`config.mk`:
```
export PLATFORM = sky130hd
export DESIGN_NAME = muldiv_unit
export DESIGN_NICKNAME = d
export VERILOG_FILES = /design/src/rtl/muldiv_pkg.sv /design/src/rtl/muldiv_iter.sv /design/src/rtl/muldiv_unit.sv
export SDC_FILE = /design/constraint.sdc
export NUM_CORES = 1
export LEC_CHECK = 0
export CAP_MARGIN = 20
export CORE_MARGIN = 8
export CORE_UTILIZATION = 25
export DETAILED_ROUTE_END_ITERATION = 16
export DONT_BUFFER_PORTS = 1
export PLACE_DENSITY_LB_ADDON = 0.1
export SKIP_LAST_GASP = 1
export SLEW_MARGIN = 0
export SYNTH_ARGS = -nofsm -noshare
export SYNTH_HDL_FRONTEND = slang
export SYNTH_SLANG_ARGS = --single-unit
export TNS_END_PERCENT = 5
```
`constraint.sdc`:
```
create_clock -name aclk -period 5.6 [get_ports aclk]
set_input_delay 0.56 -clock aclk [delete_from_list [all_inputs] [get_ports aclk]]
set_output_delay 0.56 -clock aclk [all_outputs]
set_load 0.02 [all_outputs]
```
`src/rtl/muldiv_pkg.sv`:
```
// muldiv_pkg: shared types for the iterative RV M-extension unit.
// funct3 codes, FSM state enum, iteration-counter width helper.
package muldiv_pkg;

  localparam logic [2:0] F_MUL    = 3'b000;
  localparam logic [2:0] F_MULH   = 3'b001;
  localparam logic [2:0] F_MULHSU = 3'b010;
  localparam logic [2:0] F_MULHU  = 3'b011;
  localparam logic [2:0] F_DIV    = 3'b100;
  localparam logic [2:0] F_DIVU   = 3'b101;
  localparam logic [2:0] F_REM    = 3'b110;
  localparam logic [2:0] F_REMU   = 3'b111;

  typedef enum logic [1:0] {
    S_IDLE = 2'd0,
    S_CALC = 2'd1,
    S_DONE = 2'd2
  } state_t;

  function automatic int cnt_w(input int xlen);
    return $clog2(xlen + 1);
  endfunction

endpackage

```
`src/rtl/muldiv_iter.sv`:
```
// muldiv_iter: one combinational step, shift-add multiply or restoring divide.
// Ports: is_div, acc, mq, opnd in; acc_nxt, mq_nxt out.
module muldiv_iter
  import muldiv_pkg::*;
#(
  parameter int XLEN = 32
) (
  input  logic            is_div,
  input  logic [XLEN-1:0] acc,
  input  logic [XLEN-1:0] mq,
  input  logic [XLEN-1:0] opnd,
  output logic [XLEN-1:0] acc_nxt,
  output logic [XLEN-1:0] mq_nxt
);

  logic [XLEN:0]   sum;
  logic [XLEN:0]   shl;
  logic [XLEN+1:0] diff;
  logic            unused_diff_msb;

  // diff[XLEN] is always 0 when no borrow occurs
  assign unused_diff_msb = diff[XLEN];

  always_comb begin
    sum  = {1'b0, acc} + (mq[0] ? {1'b0, opnd} : '0);
    shl  = {acc, mq[XLEN-1]};
    diff = {1'b0, shl} - {2'b0, opnd};
    acc_nxt = sum[XLEN:1];
    mq_nxt  = {sum[0], mq[XLEN-1:1]};
    if (is_div) begin
      if (!diff[XLEN+1]) begin
        acc_nxt = diff[XLEN-1:0];
        mq_nxt  = {mq[XLEN-2:0], 1'b1};
      end else begin
        acc_nxt = shl[XLEN-1:0];
        mq_nxt  = {mq[XLEN-2:0], 1'b0};
      end
    end
  end

endmodule

```
`src/rtl/muldiv_unit.sv`:
```
// muldiv_unit: iterative RV32/64 M-extension multiply/divide, 1 bit/cycle.
// Ports: aclk, aresetn, in_valid/in_ready/func/din1/din2, flush, out_valid/out_ready/dout, busy.
module muldiv_unit
  import muldiv_pkg::*;
#(
  parameter int XLEN      = 32,
  parameter bit EARLY_OUT = 1'b1
) (
  input  logic            aclk,
  input  logic            aresetn,
  input  logic            in_valid,
  output logic            in_ready,
  input  logic [2:0]      func,
  input  logic [XLEN-1:0] din1,
  input  logic [XLEN-1:0] din2,
  input  logic            flush,
  output logic            out_valid,
  input  logic            out_ready,
  output logic [XLEN-1:0] dout,
  output logic            busy
);

  localparam int CW = cnt_w(XLEN);
  localparam logic [XLEN-1:0] MIN_NEG = {1'b1, {(XLEN-1){1'b0}}};

  state_t state, state_nxt;

  logic [2:0]      op;
  logic            a_neg, b_neg, b_zero;
  logic [XLEN-1:0] acc, mq, opnd;
  logic [XLEN-1:0] acc_nxt, mq_nxt;
  logic [XLEN-1:0] dout_q;
  logic [CW-1:0]   cnt;

  logic            accept, last, early;
  logic            is_div_in, a_sgn, b_sgn;
  logic            an_in, bn_in, bz_in, ovf_in;
  logic [XLEN-1:0] a_mag, b_mag, early_res;

  logic [2*XLEN-1:0] prod, prod_s;
  logic [XLEN-1:0]   q_s, r_s, fin;

  assign accept = in_valid & in_ready;
  assign last   = (cnt == CW'(1));

  // request decode and operand magnitudes
  always_comb begin
    is_div_in = func[2];
    a_sgn  = (func == F_MULH) | (func == F_MULHSU)
           | (func == F_DIV)  | (func == F_REM);
    b_sgn  = (func == F_MULH) | (func == F_DIV)
           | (func == F_REM);
    an_in  = a_sgn & din1[XLEN-1];
    bn_in  = b_sgn & din2[XLEN-1];
    a_mag  = an_in ? -din1 : din1;
    b_mag  = bn_in ? -din2 : din2;
    bz_in  = (din2 == '0);
    ovf_in = ((func == F_DIV) | (func == F_REM))
           & (din1 == MIN_NEG) & (din2 == '1);
    early  = EARLY_OUT & is_div_in & (bz_in | ovf_in);
    if (bz_in)
      early_res = func[1] ? din1 : '1;
    else
      early_res = func[1] ? '0 : din1;
  end

  muldiv_iter #(.XLEN(XLEN)) u_iter (
    .is_div  (op[2]),
    .acc     (acc),
    .mq      (mq),
    .opnd    (opnd),
    .acc_nxt (acc_nxt),
    .mq_nxt  (mq_nxt)
  );

  // sign correction on the final step
  always_comb begin
    prod   = {acc_nxt, mq_nxt};
    prod_s = (a_neg ^ b_neg) ? -prod : prod;
    q_s    = ((a_neg ^ b_neg) & ~b_zero) ? -mq_nxt : mq_nxt;
    r_s    = a_neg ? -acc_nxt : acc_nxt;
    fin    = '0;
    unique case (1'b1)
      op == F_MUL:                      fin = prod_s[XLEN-1:0];
      !op[2] && (op[1:0] != 2'b00):     fin = prod_s[2*XLEN-1:XLEN];
      op[2] && !op[1]:                  fin = q_s;
      default:                          fin = r_s;
    endcase
  end

  always_ff @(posedge aclk or negedge aresetn) begin
    if (!aresetn)
      state <= S_IDLE;
    else
      state <= state_nxt;
  end

  always_comb begin
    state_nxt = state;
    if (flush) begin
      state_nxt = S_IDLE;
    end else begin
      unique case (state)
        S_IDLE: if (accept) state_nxt = early ? S_DONE : S_CALC;
        S_CALC: if (last) state_nxt = S_DONE;
        S_DONE: if (out_ready) state_nxt = S_IDLE;
        default: state_nxt = S_IDLE;
      endcase
    end
  end

  always_comb begin
    in_ready  = (state == S_IDLE) & ~flush & aresetn;
    out_valid = (state == S_DONE) & ~flush;
    busy      = (state != S_IDLE);
  end

  always_ff @(posedge aclk or negedge aresetn) begin
    if (!aresetn) begin
      op     <= '0;
      a_neg  <= 1'b0;
      b_neg  <= 1'b0;
      b_zero <= 1'b0;
      acc    <= '0;
      mq     <= '0;
      opnd   <= '0;
      cnt    <= '0;
      dout_q <= '0;
    end else if (accept) begin
      op     <= func;
      a_neg  <= an_in;
      b_neg  <= bn_in;
      b_zero <= bz_in;
      acc    <= '0;
      mq     <= is_div_in ? a_mag : b_mag;
      opnd   <= is_div_in ? b_mag : a_mag;
      cnt    <= CW'(XLEN);
      if (early) dout_q <= early_res;
    end else if (state == S_CALC && !flush) begin
      acc <= acc_nxt;
      mq  <= mq_nxt;
      cnt <= cnt - 1'b1;
      if (last) dout_q <= fin;
    end
  end

  assign dout = dout_q;

endmodule

```
==> results of run 1 <==
-- state kept, by name (all words and copies together), names as in the netlist --
register / count
a_neg: 1
acc: 32
b_neg: 1
b_zero: 1
cnt: 6
dout: 32
mq: 32
op: 3
opnd: 32
state: 2
-- placed cells by master (no fill, tap or decap), types with 81 or more instances in the layout --
cell     Yosys  final
xnor2_1    124    123
nand3_1     86     86
nand2_1    312    310
buf_4        2     86
dfrtp_1    142    141
nor2_1     194    194
xor2_1      92     91
o21ai_0    275    275
a21oi_1    179    179
inv_1       81     81
-- stage by stage --
step                      hold slack [ns]  setup TNS (ns)
after floorplan                     0.264               0
after global placement              0.276               0
after detailed placement            0.277               0
after CTS                          0.0995               0
after global routing                0.119          -0.244
final                              0.0648               0
-- worst max path at each step --
stage | slack (ns) | cells after the start | to | start
floorplan | 0.70 | 19 | dout[31]$_DFFE_PN0P_ | mq[0]$_DFFE_PN0P_
global placement | 0.28 | 22 | dout[0]$_DFFE_PN0P_ | acc[19]$_DFFE_PN0P_
detailed placement | 0.24 | 15 | dout[27]$_DFFE_PN0P_ | acc[25]$_DFFE_PN0P_
CTS | 0.21 | 17 | dout[27]$_DFFE_PN0P_ | mq[0]$_DFFE_PN0P_
global route | -0.1 | 18 | dout[28]$_DFFE_PN0P_ | acc[25]$_DFFE_PN0P_
finish | 0.17 | 15 | dout[29]$_DFFE_PN0P_ | acc[25]$_DFFE_PN0P_
-- layout make-up --
class	count	share of cell area
antenna	1	0.000134
clock buffer	19	0.0231
clock inverter	12	0.00875
inverter	82	0.0164
multi-input combinational	2010	0.665
sequential	142	0.190
tap	873	0.0583
timing repair buffer	89	0.0381
-- layer usage --
| layer | share of wire | GRT usage | up-vias |
|---|---|---|---|
| li1 | - | - | 8541 |
| met1 | 0.47 | 0.290 | 8822 |
| met2 | 0.44 | 0.331 | 495 |
| met3 | 0.043 | 0.0265 | 88 |
| met4 | 0.041 | 0.0828 | 0 |
| met5 | 0 | 0 | - |
-- what timing repair did --
item / CTS / global route
gates resized for setup: 0 / 3
buffers inserted: 0 / 0
endpoints found under the setup margin: 0 / 9
hold buffers: 1 / 0
hold endpoints to repair: 142 / 0
-- power groups by stage --
stage | clock (uW) | sequential (uW) | combinational (uW)
2_1_floorplan | 0 | 1710 | 5230
3_3_place_gp | 0 | 2080 | 7640
3_5_place_dp | 0 | 2080 | 7610
4_1_cts | 1280 | 2060 | 7690
5_1_grt | 1320 | 2120 | 8460
6_report | 1240 | 2060 | 7790
-- cell families after synthesis --
| logic type | count (synthesis) |
|---|---|
| xor+xnor | 216 |
| compound gates | 791 |
| buf+inv | 265 |
| flops | 142 |
| mux | 45 |
| simple gates | 869 |
| fa+ha+maj | 89 |
-- worst reg2reg max path: stages, from the launching register on --
cell	delay [ns]
dfrtp_1	0.44
ha_1	0.48
nand4_2	0.22
or3_1	0.42
o221ai_2	0.30
a211o_1	0.56
buf_4	0.28
o32ai_1	0.12
a31oi_1	0.21
nand4b_1	0.29
or4_4	0.55
or2_1	0.37
or3_1	0.47
or2_0	0.22
a311oi_1	0.27
o21ai_1	0.12
==> flow_summary.toml, run 1 <==
[timing]
fin_worst_skew_ns = 0.0158
worstMarginPinSlew_ns = 1.09
drv_slew = 0
hold_viol_final = 0
rsz0062_at_grt = "true"
slew_headroom = 0.269
setup_violations = 0
fin_crit_ns = 5.43
fin_ws_ns = 0.168
max_freq_ghz = 0.184
finalCritPeriodShare = 0.970

[synthesis]
ys.flop_type = "dfrtp_1"
yosysUniqueCellTypes = 87
synth_fa_ha_area_frac = 0.0641
yosysSeqAreaShare = 0.209
yosys.area_share.simple = 0.239
avgSynthCellArea_um2 = 7.03
synth_area_um2 = 17000
synth-edff-count = 0
synth_top_family_by_area = "compound AO/OA/AOI/OAI gates"
yosysMostFrequentCell = "nand2_1"
synth_cells = 2417
synthTopCellsByCount = "nand2_1 (312), o21ai_0 (275), nor2_1 (194)"
ys_seq_elements = 142
synth_top_cell_by_area = "dfrtp_1"
synth_xor_area_frac = 0.111
yosysWarnings = 0
synth-async-reset-ratio = 1.00
synth_top_area_share = 0.209
synth_area_leaders = "dfrtp_1 (21%), o21ai_0 (8.1%), nand2_1 (6.9%)"
yosys-mux-area-fraction = 0.0267
synth_fp_nets = 2562
synth_compound_area_frac = 0.289

[worst_setup_path]
start_kind = "flop"
max_stage_delay_ns = 0.56
worstRegToRegCells = 15
cpMaxStageDelayCell = "a211o_1"
cp_max_fo = 14
cp_cell_sequence = "ha_1, nand4_2, or3_1, o221ai_2, a211o_1, buf_4, o32ai_1, a31oi_1, nand4b_1, or4_4, or2_1, or3_1, or2_0, a311oi_1, o21ai_1"
cpMostUsedCell = "or3_1"
r2r_start = "acc[25]$_DFFE_PN0P_"
path_delay_family = "simple AND/OR/NAND/NOR gates"
cp-end-kind = "flop"
path_buf_inv = 1
arrival_ns = 5.81
timing.rr.end = "dout[29]$_DFFE_PN0P_"
required_ns = 5.97
rrSetupSlack_ns = 0.17
path_class = "reg -> reg"

[clock_tree]
cts_root_buf = "clkbuf_16"
cts_inserted_buffers = 17
cts_tree = "done"
clock_latency_ns = 0.50
cts.clk_slew.worst_paths_ns = 0.07
htree_levels = 4
clock_sinks = 142
clockBufferDepth = 2

[power]
power_uw = 11100
p_switching_uw = 6190
intPower_uw = 4890
power.density_nw_per_um2 = 591
clkPwrFrac = 0.112
p_leak_uw = 0.00737
p_seq_frac = 0.186
ir_worst_vdd_mv = 0.277
p_sw_frac = 0.558
pwr-share-comb = 0.703

[die]
die_h_um = 277
ios = 107
core_area_um2 = 67300
start_util = 0.253
die-area_um2 = 76600
rows = 95
die_x_um = 277

[route]
wl_per_cell_um = 25.6
vias = 17900
drtIter0Drc = 1597
final_antenna_net_count = 0
drcViolationCount = 0
vias_per_cell = 5.56
drt-pass1-iter-count = 5
wirelength_um = 82800

[layout]
final_cells = 3228
nets = 2487
fillCellCount = 7468
utilization = 0.279
area_growth_pct = 10.3
multi_input_area_um2 = 12500
layout.area.seq_um2 = 3560
stdcell_area_um2 = 18700
drive_gt1_frac = 0.0731

[worst_hold_path]
min_path_type = "in -> async"

[global_route]
grt_pass1_vias = 17200
grt_pass1_wl_um = 121000
grt_antenna_before_repair = 3
track_usage = 0.210
grt_max_degree = 143
gr-total-overflow = 0

[placed_design]
gp_congestion = 0.905
preCtsSetupSlack_ns = 0.238
place_area_um2 = 18100
portBuffers = 0
dpl.hpwl_um = 65300
place_inst = 3195

[run_status]
status = "complete, no violations"

[flow_run]
maxCapViolations = 0
No activity file was read; power rests on OpenSTA's default activity.
==> inputs of run 2 (changes only) <==
Settings changed: CORE_MARGIN 8 to default.
==> run 2 against run 1 <==
Against the previous run: setup slack improved by 0.086 ns; non-clock buffer count rose by 14; hold slack improved by 0.0078 ns; critical path depth rose by 2; sequential cell count did not move; clock power fell by 6%; via count rose by 0.71%; count of clock-buffer cells in the layout did not move; final cell count rose by 0.46%; global-route usage rose by 3.1 points; utilization rose by 0.15 points; sequential power barely moved; critical path type unchanged.
==> flow_summary.toml, run 2 (synthesis results as in run 1) <==
[run_status]
status = "complete, no violations"

[global_route]
gr-total-overflow = 0
grt_antenna_before_repair = 1
grt_pass1_vias = 17300
track_usage = 0.242
grt_pass1_wl_um = 123000
grt_max_degree = 143

[placed_design]
place_inst = 3208
dpl.hpwl_um = 65900
portBuffers = 0
place_area_um2 = 18200
gp_congestion = 0.924

[worst_setup_path]
cp-end-kind = "flop"
rrSetupSlack_ns = 0.25
path_buf_inv = 1
cp_cell_sequence = "and2_1, ha_1, fa_1, a211oi_2, o211ai_1, a21boi_1, buf_4, xor2_1, o32ai_1, a31oi_1, nand4b_1, or4_4, or2_2, or3_1, or2_0, a311oi_1, o21ai_1"
timing.rr.end = "dout[29]$_DFFE_PN0P_"
path_delay_family = "simple AND/OR/NAND/NOR gates"
start_kind = "flop"
worstRegToRegCells = 17
required_ns = 5.98
r2r_start = "mq[0]$_DFFE_PN0P_"
cpMaxStageDelayCell = "or4_4"
path_class = "reg -> reg"
max_stage_delay_ns = 0.52
cp_max_fo = 16
arrival_ns = 5.73

[layout]
stdcell_area_um2 = 18800
final_common_cell = "nand2_1"
final_cell_mix = "nand2_1 (310), o21ai_0 (274), nor2_1 (194)"
nets = 2501
area_growth_pct = 10.7
final_cells = 3243
fillCellCount = 7432
drive_gt1_frac = 0.0807

[die]
die_x_um = 263
die_h_um = 263
core_area_um2 = 67200
start_util = 0.253
die-area_um2 = 69000
rows = 95
ios = 107

[route]
wirelength_um = 84600
wl_per_cell_um = 26.1
vias_per_cell = 5.57
drtIter0Drc = 1620
drt-pass1-iter-count = 5
drcViolationCount = 0
vias = 18100
final_antenna_net_count = 0

[clock_tree]
cts_inserted_buffers = 17
clock_latency_ns = 0.50
clockBufferDepth = 2
cts_root_buf = "clkbuf_16"
cts_tree = "done"
cts.clk_slew.worst_paths_ns = 0.07
clock_sinks = 142
htree_levels = 4

[power]
p_sw_frac = 0.563
p_leak_uw = 0.00744
intPower_uw = 4880
clkPwrFrac = 0.104
p_seq_frac = 0.184
p_switching_uw = 6300
power.density_nw_per_um2 = 594
pwr-share-comb = 0.712
ir_worst_vdd_mv = 0.295

[timing]
fin_crit_ns = 5.35
rsz0062_at_grt = "true"
setup_violations = 0
hold_viol_final = 0
max_freq_ghz = 0.187
finalCritPeriodShare = 0.955
slew_headroom = 0.138
fin_worst_skew_ns = 0.0224
worstMarginPinSlew_ns = 1.29
drv_slew = 0

[flow_run]
maxCapViolations = 0

[worst_hold_path]
min_path_type = "in -> async"
run 2: changes by cell type in the layout (fill, tap and decap cells not counted), moves of 2 or more:
cell | previous run | this run
clkinv_2 | 0 | 3
clkinvlp_4 | 4 | 2
bufinv_16 | 3 | 1
buf_4 | 86 | 100
run 2: routing by layer:
metal / vias to the layer above / track usage / part of all wire
li1: 8583 / - / -
met1: 8840 / 0.335 / 0.47
met2: 577 / 0.384 / 0.45
met3: 73 / 0.0307 / 0.048
met4: 0 / 0.0812 / 0.031
met5: - / 0 / 0
run 2: power groups by stage:
stage / sequential [uW] / combinational, uW / clock, uW
detailed placement: 2080 / 7740 / 0
CTS: 2060 / 7820 / 1200
global placement: 2080 / 7800 / 0
finish: 2060 / 7960 / 1160
floorplan: 1710 / 5230 / 0
global route: 2110 / 8600 / 1230
run 2: through the flow:
stage | util | setup TNS (ns) | total power [uW] | setup slack, ns | hold WS [ns]
3_3_place_gp | 0.271 | 0 | 9880 | 0.168 | 0.275
5_1_grt | 0.280 | -0.0860 | 11900 | -0.0447 | 0.128
6_report | 0.280 | 0 | 11200 | 0.254 | 0.0726
2_1_floorplan | - | 0 | 6940 | 0.699 | 0.264
4_1_cts | 0.280 | 0 | 11100 | 0.0774 | 0.104
3_5_place_dp | 0.271 | 0 | 9820 | 0.123 | 0.274
run 2: layout make-up:
class / count / area (um^2) / share of cell area
inverters: 82 / 308 / 0.0164
diodes: 2 / 5.00 / 0.000266
clock buffers: 19 / 443 / 0.0235
clock inverters: 12 / 113 / 0.00599
repair buffers: 103 / 818 / 0.0435
multi-input cells: 2010 / 12500 / 0.663
flip-flops and latches: 142 / 3560 / 0.189
well taps: 873 / 1090 / 0.0581
run 2: how the worst max path moves through the flow:
| stage | startpoint | to | slack, ns | cells past startpoint |
|---|---|---|---|---|
| 6_report | mq[0]$_DFFE_PN0P_ | dout[29]$_DFFE_PN0P_ | 0.25 | 17 |
| 5_1_grt | mq[31]$_DFFE_PN0P_ | dout[22]$_DFFE_PN0P_ | -0.04 | 18 |
| 4_1_cts | mq[0]$_DFFE_PN0P_ | dout[29]$_DFFE_PN0P_ | 0.08 | 17 |
| 3_5_place_dp | mq[0]$_DFFE_PN0P_ | dout[29]$_DFFE_PN0P_ | 0.12 | 17 |
| 3_3_place_gp | mq[0]$_DFFE_PN0P_ | dout[29]$_DFFE_PN0P_ | 0.17 | 17 |
| 2_1_floorplan | mq[0]$_DFFE_PN0P_ | dout[31]$_DFFE_PN0P_ | 0.70 | 19 |
run 2: what timing repair did:
action	4_1_cts	5_1_grt
hold buffers	1	0
resized for setup	0	8
endpoints found under the setup margin	0	15
setup buffers	0	1
hold endpoints to repair	142	0
